--- src/rtl/memtest_multi_wb.sv ---
// ============================================================================
// Module   : memtest_multi_wb
// Purpose  : Wishbone-controlled burst memory tester for the mi_* interface.
// Revision : 1.0 - initial release
// ============================================================================
`default_nettype none

module memtest_multi_wb #(
    parameter int ADDR_WIDTH = 32,
    parameter int LEN_WIDTH  = 7,
    parameter int CNT_WIDTH  = 16
) (
    input  logic                  clk,
    input  logic                  rst_n,
    input  logic [2:0]            wb_addr,
    input  logic [31:0]           wb_wdata,
    output logic [31:0]           wb_rdata,
    input  logic                  wb_we,
    input  logic                  wb_cyc,
    output logic                  wb_ack,
    output logic [ADDR_WIDTH-1:0] mi_addr,
    output logic [LEN_WIDTH-1:0]  mi_len,
    output logic                  mi_rw,
    output logic                  mi_valid,
    input  logic                  mi_ready,
    output logic [31:0]           mi_wdata,
    input  logic                  mi_wack,
    input  logic                  mi_wlast,
    input  logic [31:0]           mi_rdata,
    input  logic                  mi_rstb,
    input  logic                  mi_rlast
);

    localparam logic [2:0] S_IDLE   = 3'd0;
    localparam logic [2:0] S_W_CMD  = 3'd1;
    localparam logic [2:0] S_W_DATA = 3'd2;
    localparam logic [2:0] S_R_CMD  = 3'd3;
    localparam logic [2:0] S_R_DATA = 3'd4;
    localparam logic [2:0] S_DONE   = 3'd5;

    logic [2:0]            r_state, w_state_nxt;
    logic                  r_ack;
    logic [31:0]           r_rdata;
    logic [ADDR_WIDTH-1:0] r_base, r_waddr;
    logic [CNT_WIDTH-1:0]  r_count, r_k;
    logic [LEN_WIDTH-1:0]  r_burst, r_widx;
    logic [31:0]           r_seed, r_lfsr;
    logic [31:0]           r_err_cnt, r_err_addr, r_err_data;
    logic [1:0]            r_mode, r_pat;
    logic                  r_busy, r_done, r_err, r_proto_err, r_abort;

    logic        w_wb_fire, w_wr, w_csr_wr, w_start, w_abort_wr, w_active, w_abort;
    logic        w_last_word, w_last_burst;
    logic        w_wstep, w_rstep, w_step, w_last_sig, w_mismatch;
    logic [31:0] w_seed_load, w_waddr32, w_pat_word, w_lfsr_nxt, w_rd_mux;

    assign w_wb_fire  = wb_cyc & ~r_ack;
    assign w_wr       = w_wb_fire & wb_we;
    assign w_csr_wr   = w_wr && (wb_addr == 3'd0);
    assign w_start    = w_csr_wr && wb_wdata[0] && !r_busy && (wb_wdata[3:2] != 2'd3);
    assign w_abort_wr = w_csr_wr && wb_wdata[1];
    assign w_active   = (r_state != S_IDLE) && (r_state != S_DONE);
    assign w_abort    = r_abort | (w_abort_wr & w_active);

    assign w_last_word  = (r_widx == r_burst);
    assign w_last_burst = (CNT_WIDTH'(r_k + 1'b1) == r_count);

    assign w_seed_load = (r_seed == 32'd0) ? 32'd1 : r_seed;
    assign w_waddr32   = 32'(r_waddr);
    assign w_lfsr_nxt  = {r_lfsr[30:0], r_lfsr[31] ^ r_lfsr[21] ^ r_lfsr[1] ^ r_lfsr[0]};

    always_comb begin
        w_pat_word = r_lfsr;
        case (r_pat)
            2'd0:    w_pat_word = r_lfsr;
            2'd1:    w_pat_word = w_waddr32;
            2'd2:    w_pat_word = r_seed;
            default: w_pat_word = ~w_waddr32;
        endcase
    end

    assign w_wstep    = (r_state == S_W_DATA) && mi_wack;
    assign w_rstep    = (r_state == S_R_DATA) && mi_rstb;
    assign w_step     = w_wstep | w_rstep;
    assign w_last_sig = w_wstep ? mi_wlast : mi_rlast;
    assign w_mismatch = w_rstep && (mi_rdata != w_pat_word);

    always_comb begin
        w_rd_mux = 32'd0;
        case (wb_addr)
            3'd0: w_rd_mux = {24'd0, r_pat, r_mode, r_proto_err, r_err, r_done, r_busy};
            3'd1: w_rd_mux = 32'(r_base);
            3'd2: w_rd_mux = 32'(r_count);
            3'd3: w_rd_mux = 32'(r_burst);
            3'd4: w_rd_mux = r_seed;
            3'd5: w_rd_mux = r_err_cnt;
            3'd6: w_rd_mux = r_err_addr;
            default: w_rd_mux = r_err_data;
        endcase
    end

    always_ff @(posedge clk) begin
        if (!rst_n) r_state <= S_IDLE;
        else        r_state <= w_state_nxt;
    end

    // Bursts are terminated by the word counter; last-strobes only feed the protocol check.
    always_comb begin
        w_state_nxt = r_state;
        case (r_state)
            S_IDLE: begin
                if (r_busy) begin
                    if (r_count == '0)       w_state_nxt = S_DONE;
                    else if (r_mode == 2'd1) w_state_nxt = S_R_CMD;
                    else                     w_state_nxt = S_W_CMD;
                end
            end
            S_W_CMD: begin
                if (mi_ready)     w_state_nxt = S_W_DATA;
                else if (w_abort) w_state_nxt = S_IDLE;
            end
            S_W_DATA: begin
                if (w_wstep && w_last_word) begin
                    if (w_abort)              w_state_nxt = S_IDLE;
                    else if (!w_last_burst)   w_state_nxt = S_W_CMD;
                    else if (r_mode == 2'd2)  w_state_nxt = S_R_CMD;
                    else                      w_state_nxt = S_DONE;
                end
            end
            S_R_CMD: begin
                if (mi_ready)     w_state_nxt = S_R_DATA;
                else if (w_abort) w_state_nxt = S_IDLE;
            end
            S_R_DATA: begin
                if (w_rstep && w_last_word) begin
                    if (w_abort)            w_state_nxt = S_IDLE;
                    else if (!w_last_burst) w_state_nxt = S_R_CMD;
                    else                    w_state_nxt = S_DONE;
                end
            end
            default: w_state_nxt = S_IDLE;
        endcase
    end

    always_comb begin
        mi_valid = 1'b0;
        mi_rw    = 1'b0;
        mi_addr  = r_waddr;
        mi_len   = r_burst;
        mi_wdata = 32'd0;
        case (r_state)
            S_W_CMD:  mi_valid = 1'b1;
            S_W_DATA: mi_wdata = w_pat_word;
            S_R_CMD: begin
                mi_valid = 1'b1;
                mi_rw    = 1'b1;
            end
            S_R_DATA: mi_rw = 1'b1;
            default: ;
        endcase
    end

    assign wb_ack   = r_ack;
    assign wb_rdata = r_rdata;

    always_ff @(posedge clk) begin
        if (!rst_n) begin
            r_ack       <= 1'b0;
            r_rdata     <= 32'd0;
            r_base      <= '0;
            r_waddr     <= '0;
            r_count     <= '0;
            r_k         <= '0;
            r_burst     <= '0;
            r_widx      <= '0;
            r_seed      <= 32'd0;
            r_lfsr      <= 32'd0;
            r_err_cnt   <= 32'd0;
            r_err_addr  <= 32'd0;
            r_err_data  <= 32'd0;
            r_mode      <= 2'd0;
            r_pat       <= 2'd0;
            r_busy      <= 1'b0;
            r_done      <= 1'b0;
            r_err       <= 1'b0;
            r_proto_err <= 1'b0;
            r_abort     <= 1'b0;
        end else begin
            r_ack   <= w_wb_fire;
            r_rdata <= w_wb_fire ? w_rd_mux : 32'd0;

            if (w_wr && !r_busy) begin
                case (wb_addr)
                    3'd0: begin
                        r_mode <= wb_wdata[3:2];
                        r_pat  <= wb_wdata[5:4];
                    end
                    3'd1: r_base  <= ADDR_WIDTH'(wb_wdata);
                    3'd2: r_count <= CNT_WIDTH'(wb_wdata);
                    3'd3: r_burst <= wb_wdata[LEN_WIDTH-1:0];
                    3'd4: r_seed  <= wb_wdata;
                    default: ;
                endcase
            end

            if (w_step) begin
                r_lfsr  <= w_lfsr_nxt;
                r_waddr <= r_waddr + 1'b1;
                r_widx  <= w_last_word ? '0 : r_widx + 1'b1;
                if (w_last_word)               r_k         <= r_k + 1'b1;
                if (w_last_sig != w_last_word) r_proto_err <= 1'b1;
            end

            if (w_mismatch) begin
                r_err <= 1'b1;
                if (r_err_cnt != 32'hFFFF_FFFF) r_err_cnt <= r_err_cnt + 32'd1;
                if (!r_err) begin
                    r_err_addr <= w_waddr32;
                    r_err_data <= mi_rdata;
                end
            end

            // Write+verify: rewind the generator so the read pass expects the same words.
            if ((r_state == S_W_DATA) && (w_state_nxt == S_R_CMD) && w_last_burst) begin
                r_lfsr  <= w_seed_load;
                r_waddr <= r_base;
                r_k     <= '0;
            end

            if (w_abort_wr && w_active) r_abort <= 1'b1;

            if (w_state_nxt == S_DONE) begin
                r_busy <= 1'b0;
                r_done <= 1'b1;
            end
            if (w_active && (w_state_nxt == S_IDLE)) begin
                r_busy  <= 1'b0;
                r_abort <= 1'b0;
            end

            if (w_start) begin
                r_busy      <= 1'b1;
                r_done      <= 1'b0;
                r_err       <= 1'b0;
                r_proto_err <= 1'b0;
                r_err_cnt   <= 32'd0;
                r_err_addr  <= 32'd0;
                r_err_data  <= 32'd0;
                r_lfsr      <= w_seed_load;
                r_waddr     <= r_base;
                r_k         <= '0;
                r_widx      <= '0;
                r_abort     <= 1'b0;
            end
        end
    end

endmodule

`default_nettype wire

--- config.mk ---
export PLATFORM = sky130hd
export DESIGN_NAME = memtest_multi_wb
export DESIGN_NICKNAME = d
export VERILOG_FILES = /design/src/rtl/memtest_multi_wb.sv
export SDC_FILE = /design/constraint.sdc
export NUM_CORES = 1
export LEC_CHECK = 0
export BUFFER_PORTS_ARGS = -buffer_cell sky130_fd_sc_hd__buf_2
export CORE_MARGIN = 1
export CORE_UTILIZATION = 30
export DETAILED_ROUTE_END_ITERATION = 10
export GPL_ROUTABILITY_DRIVEN = 0
export PLACE_DENSITY_LB_ADDON = 0.25
export SETUP_SLACK_MARGIN = 0.2
export SLEW_MARGIN = 20
export SYNTH_ARGS = -nofsm -noshare
export SYNTH_HDL_FRONTEND = slang
export SYNTH_SLANG_ARGS = --single-unit
export TNS_END_PERCENT = 5
--- constraint.sdc ---
create_clock -name clk -period 7.9 [get_ports clk]
set_input_delay 1.185 -clock clk [delete_from_list [all_inputs] [get_ports clk]]
set_output_delay 1.185 -clock clk [all_outputs]
set_load 0.01 [all_outputs]
; ---- Word level (Yosys, flattened, before mapping)
; Index checks and enable logic that the tools add are counted.
[word_totals]
regBits = 315
input_bits = 76
out_inout_bits = 106
elab_cells = 132
[op_classes]
n_addsub = 4
n_eq_ne = 23
mux = 31
bitwise = 12
n_reduce_logical = 41
[op_table]
columns = operator, n
row1 = two-way mux 32 bit, 8
row2 = one-hot mux 32 bit (7 select lines), 1
row3 = one-hot mux 32 bit (3 select lines), 1
row4 = adder 32 x 1 -> 32 bit (second input constant), 2
row5 = two-way mux 3 bit, 12
row6 = logical NOT 32 bit, 1
row7 = != test 32 bit, 1
row8 = != test 32 bit (second input constant), 1
row9 = NOT 32 bit, 1
row10 = AND reduction 2 bit, 10
row11 = adder 16 x 1 -> 16 bit (second input constant), 1
row12 = == test 16 bit, 1
row13 = logical AND 1 bit, 16
row14 = logical NOT 16 bit, 1
row15 = == test 3 x 2 -> 1 bit (second input constant), 5
row16 = == test 3 bit (second input constant), 5
row17 = one-hot mux 3 bit (5 select lines), 1
row18 = logical NOT 3 bit, 3
row19 = nonzero test 3 bit, 3
row20 = adder 7 x 1 -> 7 bit (second input constant), 1
row21 = == test 7 bit, 1
row22 = two-way mux 7 bit, 1
row23 = == test 3 x 1 -> 1 bit (second input constant), 2
row24 = two-way mux 1 bit, 6
row25 = other kinds (14), 26

; ---- Logic depth before layout (Yosys ltp)
[logic_depth]
ltp_word = 15
depth_mapped = 16
depth_no_buf = 10

; ---- Worst setup path before layout
; No wires, ideal clock.
[synth_path]
kind = input-to-reg
from = input port wb_addr[2]
to = register r_err_cnt[29]
setup_ps = 135
t_arrival_ps = 3171
required_time_ps = 7765
slack_ps = 4594
cell_stages = 10
path_buffers = 4
path_cell_list = clkbuf_1 or3_1 nor3_1 nand3_1 and2_1 clkbuf_1 clkbuf_1 clkbuf_1 o311ai_0 o41ai_1
[synth_between]
elab_chain_cells = 6
[synth_lines]
columns = item, line_no
row1 = "start, declared", 15  ; input logic [2:0] wb_addr,
row2 = logical NOT 3 bit, 59  ; assign w_csr_wr = w_wr && (wb_addr == 3'd0);
row3 = logical AND 1 bit, 59
row4 = logical AND 1 bit (3 in series), 60  ; assign w_start = w_csr_wr && wb_wdata[0] && !r_busy && (wb_wdata[3:2] != 2'd3);
row5 = OR reduction 2 bit (no line), -
row6 = "end signal, assigned", 216  ; if (r_err_cnt != 32'hFFFF_FFFF) r_err_cnt <= r_err_cnt + 32'd1;
row7 = "end, declared", 48  ; logic [31:0] r_err_cnt, r_err_addr, r_err_data;
; No other way between the ends.
; A chain may end at the register's enable or synchronous reset.

; ---- Final worst setup path
[layout_path]
from = register r_pat[0]
to = register r_err_data[25]
[layout_between]
elab_chain_cells = 5
word_cells_on_any_way = 7
cone_classes = eq/ne (3) / mux (1) / reduce/logical (3)
[layout_lines]
columns = item, line_no
row1 = "start, declared", 49  ; logic [1:0] r_mode, r_pat;
row2 = "start signal, assigned", 196  ; r_pat <= wb_wdata[5:4];
row3 = == test 2 bit (tied with other cells), 74  ; case (r_pat)
row4 = one-hot mux 32 bit (3 select lines) (*), 74
row5 = != test 32 bit (*), 86  ; assign w_mismatch = w_rstep && (mi_rdata != w_pat_word);
row6 = logical AND 1 bit (*), 86
row7 = AND reduction 2 bit (no line) (*), -
row8 = "end signal, assigned", 219  ; r_err_data <= mi_rdata;
row9 = "end, declared", 48
; Every way passes the cells marked *; elsewhere a longest branch is shown, timed or not.

==> results.toml <==
[synthesis]
ys.flop_type = "dfxtp_1"
synthCells = 2086
synth_area_leaders = "dfxtp_1 37%, nand2_1 7.9%, mux2i_1 5.6%, o211a_1 4.3%, nor2_1 4.1%"
seq_area_frac_synth_pct = 37.3
synth-seq-cells = 315
synth_enable_flop_cells = 0
synthDistinctLibCells = 70
synth.largest_area_cell = "dfxtp_1"
ys_async_sr_fraction_pct = 0
synth_fp_nets = 2166
avgSynthCellArea_um2 = 8.10
synth_top_area_share_pct = 37.3
yosys_warnings = 0
netlist_area_um2 = 16900

[timing]
relSlewSlack_pct = 26.0
hold_ws_ns = 0.469
drv_slew = 0
finalHoldViolations = 0
period_needed_ns = 4.68
fin_skew_ns = 0.0320
fin_tns_setup_ns = 0
rsz0062_at_grt = "no"
fmax_mhz = 214
finalCritPeriodShare_pct = 59.2
tightest_slew_ns = 1.11
setup_violations = 0

[hold_path]
whs_path_depth = 2
hp-class = "flop to flop"

[final_layout]
mostFrequentLayoutCell = "nand2_1"
synthToLayoutAreaGrowth_pct = 15.0
mostFrequentLayoutCells = "358 x nand2_1, 313 x dfxtp_1, 182 x nor2_1"
seq_area_um2 = 6310
multiInputGateArea_um2 = 9760
nNetsFinal = 2238
fillers = 5820
drive_gt1_share_pct = 14.0

[power]
p_sw_mw = 0.906
p_seq_share_pct = 44.1
p_comb_share_pct = 6.2
peakVddDrop_mv = 0.154
p_int_mw = 2.77
p_leak_nw = 8.26
power_frac_clock_pct = 49.7
total_power_mw = 3.67
swShare_pct = 24.7
p_per_area_nw_per_um2 = 189

[route]
wl_mm = 64.2
wl_per_cell_um = 21.9
drt_pass1_iterations = 5
drcViolationCount = 0
dr_total_vias = 15892
drtIter0Drc = 1454
antenna_left = 0
routed_via_density = 5.42

[critical_path]
cp.required_ns = 8.29
worstSetupPathType = "flop to flop"
crit_path_end_kind = "flop"
slowest_delay_ns = 0.66
crit_arrival_ns = 5.07
critical_path_depth = 10
critPathBufInv = 2
worstPathMaxFanout = 128
cp_slowest_cell = "buf_4"
path_cells = "buf_4 > mux2i_1 > nor2_1 > a211oi_1 > o22ai_1 > nor4_1 > nand4_1 > or3b_4 > buf_6 > o21ai_0"
start_kind = "flop"
cpLargestDelayFamily = "simple AND/OR/NAND/NOR gates"
r2r.worst_path.cells = 10

[cts]
clk_pin_slew_ns = 0.06
root_buffer = "clkbuf_16"
h-tree-depth = 2
cts_resized = 0
cts_buffers = 38
clkLatencyLatePin_ns = 0.58
cts_tree = "built"
cts_setup_buffers = 0
ctsHoldBuffers = 0
cts_sinks = 315
cts_buffer_depth = 3

[floorplanning]
fp.dieH_um = 239
start_util_pct = 30.5
die-area_um2 = 57300
boundaryPins = 182
core_area_um2 = 55400
fp.dieW_um = 239
rows = 86

[placement]
dp_hpwl_mm = 47.0
io_buffer_count = 181

[global_route]
grt_pass1_wl_mm = 93.7
grt_pass1_vias = 14439
grt_overflow = 0
grt_max_degree = 130
grt_usage_pct = 21.8
antenna_found_initial = 1

[job]
maxCapViolations = 0

[run_status]
status = "finished clean"
-- worst paths after layout --
kind                  startpoint        endpoint  slack, ns
setup / recovery        r_pat[0]  r_err_data[25]       3.22
setup reg to reg        r_pat[0]  r_err_data[25]       3.22
hold reg to reg   r_err_data[31]  r_err_data[31]       0.47
hold / removal    r_err_data[31]  r_err_data[31]       0.47
-- routing by layer --
metal | GRT usage [%] | vias to the layer above | wire, µm
li1 | - | 7549 | -
met1 | 30.7 | 7696 | 29500
met2 | 33.9 | 568 | 28500
met3 | 3.81 | 79 | 4720
met4 | 6.41 | 0 | 1460
met5 | 0 | - | 0
-- registers in the layout, summed over array words and instances, names as in the netlist, 2 cells and up --
signal,flops
mi_addr,32
r_base,32
r_err_addr,32
r_err_cnt,32
r_err_data,32
r_lfsr,32
r_seed,32
wb_rdata,32
r_count,16
r_k,16
mi_len,7
r_widx,7
r_state,3
r_mode,2
r_pat,2
-- power groups by stage --
stage / clock network [mW] / registers (mW) / logic [mW]
global route: 1.92 / 1.62 / 0.245
detailed placement: 0 / 1.65 / 0.226
finish: 1.83 / 1.62 / 0.228
CTS: 1.86 / 1.62 / 0.227
global placement: 0 / 1.65 / 0.224
floorplan: 0 / 1.65 / 0.131
-- through the flow --
stage / utilization, % / worst slack [ns] / area, µm² / cells
global placement: 32.8 / 3.29 / 18200 / 2866
CTS: 35.1 / 3.12 / 19400 / 2932
finish: 35.1 / 3.22 / 19400 / 2933
global route: 35.1 / 3.06 / 19400 / 2933
floorplan: - / 4.59 / 16900 / 2086
detailed placement: 32.8 / 3.18 / 18200 / 2866
-- cells by family after synthesis --
group,synth area share (%)
muxes,7.76
buffers and inverters,5.20
and+or+nand+nor,23.9
AOI/OAI and AO/OA,21.2
adders and majority gates,0.296
xor gates and xnor gates,4.35
DFF,37.3
-- layout make-up --
class | instances | share of cell area [%]
Inverter | 25 | 0.483
Timing Repair Buffer | 199 | 5.45
Clock buffer | 55 | 5.64
Antenna cell | 1 | 0.0129
Multi-Input combinational cell | 1579 | 50.2
Clock inverter | 11 | 0.914
Sequential cell | 315 | 32.5
Tap cell | 748 | 4.82
-- synth_stat cells (all sizes together) (54+ instances only) --
| library cell | number |
|---|---|
| buf | 54 |
| nand2 | 358 |
| xor2 | 55 |
| clkbuf | 113 |
| a21boi | 76 |
| o21ai | 91 |
| dfxtp | 315 |
| mux2i | 95 |
| nor2 | 183 |
| nand3 | 102 |
| o211a | 73 |
| a21oi | 86 |
-- worst register-to-register path, cell delays in order, from the launching register on --
cell,delay [ns]
dfxtp_4,0.43
buf_4,0.67
mux2i_1,0.39
nor2_1,0.08
a211oi_1,0.39
o22ai_1,0.15
nor4_1,0.50
nand4_1,0.52
or3b_4,0.43
buf_6,0.58
o21ai_0,0.35
(Power assumes the default switching activity.)
